[src/rtl/fp_mul_share_arbiter_pkg.sv]
// Shared types and constants for the fp multiplier share arbiter.
// Optional statistics counters are enabled with FP_ARB_STATS_EN.
package fp_arb_pkg;

  localparam int FP_W = 32;
  localparam logic [31:0] FP_ONE = 32'h3F800000;
  localparam int TAG_MAX_W = 3;

  typedef struct packed {
    logic                 valid;
    logic [TAG_MAX_W-1:0] tag;
  } tag_ent_t;

  // Index width for n requesters, never below one bit.
  function automatic int clog2(input int n);
    int w;
    w = 1;
    while ((32'sd1 << w) < n) begin
      w = w + 32'sd1;
    end
    return w;
  endfunction

endpackage

[src/rtl/fp_mul_share_arbiter_if.sv]
// Requester and multiplier-side bus of the fp multiplier share arbiter.
// grant_cnt exists only when FP_ARB_STATS_EN is defined.
interface fp_mul_share_arbiter_if #(
  parameter int NREQ = 4,
  parameter int W    = 32
);
  logic [NREQ-1:0]   req_valid;
  logic [NREQ*W-1:0] req_a;
  logic [NREQ*W-1:0] req_b;
  logic [NREQ-1:0]   req_ready;
  logic [NREQ-1:0]   rsp_valid;
  logic [NREQ*W-1:0] rsp_data;
  logic [W-1:0]      mul_a;
  logic [W-1:0]      mul_b;
  logic              mul_valid_in;
  logic [W-1:0]      mul_result;
  logic              mul_valid_out;
  logic              seq_err;
`ifdef FP_ARB_STATS_EN
  logic [NREQ*16-1:0] grant_cnt;
`endif

  modport master (
    output req_valid, req_a, req_b, mul_result, mul_valid_out,
    input  req_ready, rsp_valid, rsp_data, mul_a, mul_b, mul_valid_in, seq_err
`ifdef FP_ARB_STATS_EN
    , input grant_cnt
`endif
  );

  modport slave (
    input  req_valid, req_a, req_b, mul_result, mul_valid_out,
    output req_ready, rsp_valid, rsp_data, mul_a, mul_b, mul_valid_in, seq_err
`ifdef FP_ARB_STATS_EN
    , output grant_cnt
`endif
  );
endinterface

[src/rtl/fp_mul_share_arbiter_tag_delay.sv]
// LAT-deep {valid, tag} shift register that tracks ops inside the shared multiplier.
module arb_tag_delay
  import fp_arb_pkg::*;
#(
  parameter int LAT = 4
) (
  input  logic     clk,
  input  logic     reset_global,
  input  tag_ent_t i_ent,
  output tag_ent_t o_ent
);

  tag_ent_t r_pipe [LAT];

  // Shift one stage per cycle; reset drops every in-flight tag.
  always_ff @(posedge clk or posedge reset_global) begin
    if (reset_global) begin
      for (int i = 0; i < LAT; i++) begin
        r_pipe[i] <= '0;
      end
    end else begin
      r_pipe[0] <= i_ent;
      for (int i = 1; i < LAT; i++) begin
        r_pipe[i] <= r_pipe[i-1];
      end
    end
  end

  assign o_ent = r_pipe[LAT-1];

endmodule

[src/rtl/fp_mul_share_arbiter.sv]
// Round-robin time-sharing of one pipelined fp multiplier with tag-based result return.
// Define FP_ARB_STATS_EN to add per-requester stall counters (grant_cnt).
module fp_mul_share_arbiter
  import fp_arb_pkg::*;
#(
  parameter int NREQ = 4,
  parameter int LAT  = 4,
  parameter int W    = FP_W
) (
  input logic                 clk,
  input logic                 reset_global,
  fp_mul_share_arbiter_if.slave bus
);

  localparam int TW = clog2(NREQ);
  localparam int MW = $clog2(LAT + 1);

  logic [TW-1:0]     r_ptr;
  logic [NREQ-1:0]   r_busy;
  logic [NREQ-1:0]   r_rsp_valid;
  logic [NREQ*W-1:0] r_rsp_data;
  logic [W-1:0]      r_mul_a;
  logic [W-1:0]      r_mul_b;
  logic              r_mul_valid;
  logic              r_seq_err;
  logic [MW-1:0]     r_mask_cnt;
  tag_ent_t          r_issue;
  tag_ent_t          w_tag_out;
  logic [NREQ-1:0]   w_grant;
  logic              w_gnt_any;
  logic [TW-1:0]     w_gnt_idx;
  logic [TW-1:0]     w_scan;

  // First eligible requester at or after the pointer, wrapping.
  always_comb begin
    w_gnt_any = 1'b0;
    w_gnt_idx = '0;
    w_grant   = '0;
    w_scan    = '0;
    for (int k = 0; k < NREQ; k++) begin
      w_scan = TW'((int'(r_ptr) + k) % NREQ);
      if (!w_gnt_any && bus.req_valid[w_scan] && !r_busy[w_scan]) begin
        w_gnt_any = 1'b1;
        w_gnt_idx = w_scan;
      end else begin
        w_gnt_idx = w_gnt_idx;
      end
    end
    if (w_gnt_any && !reset_global) begin
      w_grant[w_gnt_idx] = 1'b1;
    end else begin
      w_grant = '0;
    end
  end

  // Issue stage: operands, strobe, pointer advance and tag entry.
  always_ff @(posedge clk or posedge reset_global) begin
    if (reset_global) begin
      r_ptr       <= '0;
      r_mul_a     <= '0;
      r_mul_b     <= '0;
      r_mul_valid <= 1'b0;
      r_issue     <= '0;
    end else begin
      r_mul_valid   <= |w_grant;
      r_issue.valid <= |w_grant;
      r_issue.tag   <= TAG_MAX_W'(w_gnt_idx);
      if (|w_grant) begin
        r_mul_a <= bus.req_a[int'(w_gnt_idx)*W +: W];
        r_mul_b <= bus.req_b[int'(w_gnt_idx)*W +: W];
        r_ptr   <= (int'(w_gnt_idx) == NREQ - 1) ? '0 : w_gnt_idx + TW'(1);
      end else begin
        r_ptr <= r_ptr;
      end
    end
  end

  arb_tag_delay #(.LAT(LAT)) u_tag_delay (
    .clk          (clk),
    .reset_global (reset_global),
    .i_ent        (r_issue),
    .o_ent        (w_tag_out)
  );

  // Retire routes the result to its tag; a requester is never retired and granted together.
  always_ff @(posedge clk or posedge reset_global) begin
    if (reset_global) begin
      r_busy      <= '0;
      r_rsp_valid <= '0;
      r_rsp_data  <= '0;
    end else begin
      for (int i = 0; i < NREQ; i++) begin
        if (w_tag_out.valid && int'(w_tag_out.tag) == i) begin
          r_rsp_data[i*W +: W] <= bus.mul_result;
          r_rsp_valid[i]       <= 1'b1;
          r_busy[i]            <= 1'b0;
        end else begin
          r_rsp_valid[i] <= 1'b0;
          if (w_grant[i]) begin
            r_busy[i] <= 1'b1;
          end
        end
      end
    end
  end

  // Sticky sequence check, masked for LAT cycles after reset so stale pulses are ignored.
  always_ff @(posedge clk or posedge reset_global) begin
    if (reset_global) begin
      r_seq_err  <= 1'b0;
      r_mask_cnt <= MW'(LAT);
    end else if (r_mask_cnt != '0) begin
      r_mask_cnt <= r_mask_cnt - MW'(1);
    end else if (bus.mul_valid_out != w_tag_out.valid) begin
      r_seq_err <= 1'b1;
    end else begin
      r_seq_err <= r_seq_err;
    end
  end

`ifdef FP_ARB_STATS_EN
  logic [NREQ*16-1:0] r_grant_cnt;

  // Saturating count of cycles each requester waited without a grant.
  always_ff @(posedge clk or posedge reset_global) begin
    if (reset_global) begin
      r_grant_cnt <= '0;
    end else begin
      for (int i = 0; i < NREQ; i++) begin
        if (bus.req_valid[i] && !w_grant[i] && r_grant_cnt[i*16 +: 16] != 16'hFFFF) begin
          r_grant_cnt[i*16 +: 16] <= r_grant_cnt[i*16 +: 16] + 16'd1;
        end
      end
    end
  end

  assign bus.grant_cnt = r_grant_cnt;
`endif

  assign bus.req_ready    = w_grant;
  assign bus.rsp_valid    = r_rsp_valid;
  assign bus.rsp_data     = r_rsp_data;
  assign bus.mul_a        = r_mul_a;
  assign bus.mul_b        = r_mul_b;
  assign bus.mul_valid_in = r_mul_valid;
  assign bus.seq_err      = r_seq_err;

endmodule
[src/flat_wrapper.sv]
// flat-port wrapper written by rule: the top's interface ports become plain ports
module fp_mul_share_arbiter_flat import fp_arb_pkg::*;
#(
  parameter int NREQ = 4,
  parameter int LAT  = 4,
  parameter int W    = FP_W
)
  (clk, reset_global, bus_req_valid, bus_req_a, bus_req_b, bus_mul_result, bus_mul_valid_out, bus_req_ready, bus_rsp_valid, bus_rsp_data, bus_mul_a, bus_mul_b, bus_mul_valid_in, bus_seq_err);
  fp_mul_share_arbiter_if #(.NREQ(NREQ), .W(W)) bus_i ();
  input logic clk;
  input logic reset_global;
  input wire logic [$bits(bus_i.req_valid)-1:0] bus_req_valid;
  input wire logic [$bits(bus_i.req_a)-1:0] bus_req_a;
  input wire logic [$bits(bus_i.req_b)-1:0] bus_req_b;
  input wire logic [$bits(bus_i.mul_result)-1:0] bus_mul_result;
  input wire logic [$bits(bus_i.mul_valid_out)-1:0] bus_mul_valid_out;
  output wire logic [$bits(bus_i.req_ready)-1:0] bus_req_ready;
  output wire logic [$bits(bus_i.rsp_valid)-1:0] bus_rsp_valid;
  output wire logic [$bits(bus_i.rsp_data)-1:0] bus_rsp_data;
  output wire logic [$bits(bus_i.mul_a)-1:0] bus_mul_a;
  output wire logic [$bits(bus_i.mul_b)-1:0] bus_mul_b;
  output wire logic [$bits(bus_i.mul_valid_in)-1:0] bus_mul_valid_in;
  output wire logic [$bits(bus_i.seq_err)-1:0] bus_seq_err;
  assign bus_i.req_valid = bus_req_valid;
  assign bus_i.req_a = bus_req_a;
  assign bus_i.req_b = bus_req_b;
  assign bus_i.mul_result = bus_mul_result;
  assign bus_i.mul_valid_out = bus_mul_valid_out;
  assign bus_req_ready = bus_i.req_ready;
  assign bus_rsp_valid = bus_i.rsp_valid;
  assign bus_rsp_data = bus_i.rsp_data;
  assign bus_mul_a = bus_i.mul_a;
  assign bus_mul_b = bus_i.mul_b;
  assign bus_mul_valid_in = bus_i.mul_valid_in;
  assign bus_seq_err = bus_i.seq_err;
  fp_mul_share_arbiter #(.NREQ(NREQ), .LAT(LAT), .W(W)) u_core (.clk(clk), .reset_global(reset_global), .bus(bus_i));
endmodule
[config.mk]
export PLATFORM = sky130hd
export DESIGN_NAME = fp_mul_share_arbiter_flat
export DESIGN_NICKNAME = d
export VERILOG_FILES = /design/src/rtl/fp_mul_share_arbiter_pkg.sv /design/src/rtl/fp_mul_share_arbiter_if.sv /design/src/rtl/fp_mul_share_arbiter_tag_delay.sv /design/src/rtl/fp_mul_share_arbiter.sv /design/src/flat_wrapper.sv
export SDC_FILE = /design/constraint.sdc
export NUM_CORES = 1
export LEC_CHECK = 0
export BUFFER_PORTS_ARGS = -buffer_cell sky130_fd_sc_hd__buf_2
export CAP_MARGIN = 10
export CORE_AREA = 2 2 196 198
export DETAILED_ROUTE_END_ITERATION = 12
export DIE_AREA = 0 0 198 200
export SKIP_LAST_GASP = 1
export SLEW_MARGIN = 0
export SYNTH_ARGS = -nofsm -noshare
export SYNTH_HDL_FRONTEND = slang
export SYNTH_SLANG_ARGS = --single-unit
[constraint.sdc]
create_clock -name clk -period 9.29 [get_ports clk]
set_input_delay 0.929 -clock clk [delete_from_list [all_inputs] [get_ports clk]]
set_output_delay 0.929 -clock clk [all_outputs]
set_load 0.1 [all_outputs]
==> impl_metrics.yaml <==
min_path:
  min_path_type: "register to register"
synth:
  yosysSeqAreaShare: 0.512
  ys_ff_latch: 221
  syn_area_sq_um: 10800
  synth_top_area_frac: 0.510
  synth_fp_nets: 1295
  synth_top_area_cell: "dfrtp_1"
  yosysMostFrequentCell: "dfrtp_1"
  synth_warnings: 0
  syn_inst: 997
  async_reset_ff_frac: 1.00
  ys_types: 43
  avgSynthCellArea_sq_um: 10.8
  synth_edf_count: 0
  ys_top_cells_by_count: "dfrtp_1, nand2_1, inv_1"
  synthTopCellsByArea: "dfrtp_1, mux2_2, nand2_1"
  synth_flop_cell: "dfrtp_1"
clock_network:
  holdBufCountCts: 0
  clkTransAtPathRegs_ps: 60
  cts_root_buf: "clkbuf_16"
  clk_latency_ps: 540
  cts_resized: 0
  htreeDepth: 1
  cts_buffer_depth: 3
  cts_setup_buffers: 0
  cts_buffers: 25
  clock_sinks: 221
  cts_tree: "built"
setup_path:
  cpPeakStageDelay_ps: 590
  crit_type: "primary input to output port"
  worstPathMaxFanout: 65
  path_cells: "buf_2 -> nor2b_1 -> a221o_2 -> buf_4 -> and2_1 -> inv_4 -> ha_2 -> and2_1 -> buf_2"
  start_kind: "primary input"
  cp-end-kind: "output port"
  slowest_stage: "ha_2"
  cp.arrival_ps: 3970
  crit_required_ps: 8360
grt:
  grt_pass1_vias: 9382
  antenna_found_initial: 6
  grt_max_degree: 106
  grt_use_total: 0.181
  grt_pass1_wl_um: 55500
  grt_overflow: 0
drt:
  routed_via_density: 4.70
  drtAntennaViolNets: 0
  wl_per_cell_um: 19.1
  drc: 0
  vias: 9353
  drt_pass1_iterations: 4
  drt_wl_total_um: 37900
  drt_iter0_markers: 337
floorplanning:
  ios: 497
  std_cell_rows: 71
  die_h_um: 200
  die_width_um: 198
  initial_core_util: 0.289
  dieArea_sq_um: 39600
  core_area_sq_um: 37400
place:
  dp_hpwl_um: 27600
  gp_congestion: 0.883
  portBuffers: 496
cells_and_area:
  fin_nets: 1755
  syn2layout_area_growth_pct: 34.3
  nFillCells: 3749
  drive_gt1_frac: 0.455
run_status:
  outcome: "complete, no violations"
timing:
  fmax_ghz: 0.204
  timing.final.hold_violations: 0
  setup_viol: 0
  slew_violations: 0
  tightestPinTransition_ps: 1150
  fin_skew_ps: 21.3
  grt_setup_unrepaired: "no"
  slew_headroom: 0.231
  setup_tns_ps: 0
  finalCriticalPeriod_ps: 4900
  fin_crit_sh: 0.527
  hold_slack_ps: 345
run:
  cap_violations: 0
worst max-delay path, delay by kind of cell:
| family | cells | cell delay (ps) |
|---|---|---|
| adders and majority gates | 1 | 590 |
| and+or+nand+nor | 3 | 730 |
| AOI/OAI and AO/OA | 1 | 330 |
| buffers and inverters | 4 | 1360 |
cell usage in the layout, fill, tap and decap left out, types with 13 or more instances in the layout:
cell type	instances
and3_1	65
clkbuf_16	25
mux2_2	65
buf_2	496
nand2b_1	67
a211oi_1	64
a221oi_1	24
buf_4	13
dfrtp_1	220
a221oi_2	40
mux2i_1	66
inv_1	73
nand2_1	193
flip-flops by register name, summed over array words and instances, names as in the netlist:
signal	cells
u_core.bus.mul_a	32
u_core.bus.mul_b	32
u_core.bus.mul_valid_in	1
u_core.bus.rsp_data	128
u_core.bus.rsp_valid	4
u_core.bus.seq_err	1
u_core.r_busy	4
u_core.r_issue	2
u_core.r_mask_cnt	3
u_core.r_ptr	2
u_core.u_tag_delay.o_ent	3
u_core.u_tag_delay.r_pipe	9
logic make-up after synthesis:
logic type,Yosys count,share of synthesized area
AOI/OAI and AO/OA,142,0.131
DFF,221,0.512
and+or+nand+nor,347,0.157
adders and majority gates,3,0.00348
buffers and inverters,151,0.0656
muxes,131,0.129
xor gates and xnor gates,2,0.00162
metal layers:
| metal | vias up | global-route usage | share of wire |
|---|---|---|---|
| li1 | 4379 | - | - |
| met1 | 4535 | 0.214 | 0.39 |
| met2 | 377 | 0.318 | 0.50 |
| met4 | 0 | 0.0702 | 0.033 |
| met3 | 62 | 0.0450 | 0.079 |
| met5 | - | 0 | 0 |
final timing paths:
check                                                          to                                     from  cells past startpoint  slack [ps]
max                                              bus_req_ready[2]                         bus_req_valid[0]                      9        4390
min                        u_core.u_tag_delay.r_pipe[8]$_DFF_PP0_  u_core.u_tag_delay.r_pipe[12]$_DFF_PP0_                      0         350
max reg2reg                      u_core.bus.mul_b[20]$_DFFE_PP0P_              u_core.r_ptr[1]$_DFFE_PP0P_                      9        4820
min reg2reg                u_core.u_tag_delay.r_pipe[8]$_DFF_PP0_  u_core.u_tag_delay.r_pipe[12]$_DFF_PP0_                      0         350
max in group asynchronous     u_core.bus.rsp_data[10]$_DFFE_PP0P_                             reset_global                      3        7350
min in group asynchronous             u_core.r_ptr[1]$_DFFE_PP0P_                             reset_global                      2         540
through the flow:
stage	utilization	std cells	worst slack (ps)	instance area (sq um)
floorplan	-	997	2310	10800
global placement	0.364	1941	4350	13600
detailed placement	0.364	1941	4200	13600
CTS	0.388	1985	4340	14500
global route	0.388	1990	4180	14500
finish	0.388	1990	4390	14500
cell type report:
cell class	instances	area, sq um	share of cell area
Multi-Input combinational cell	625	4580	0.316
Clock buffer	32	702	0.0484
Sequential cell	221	5530	0.381
Tap cell	511	639	0.0441
Timing Repair Buffer	509	2580	0.178
Clock inverter	12	171	0.0118
Antenna cell	5	12.5	0.000862
Inverter	75	292	0.0201
Power is not shown: default switching activity piles up to over one toggle a cycle in this logic, so the estimate is an artifact.
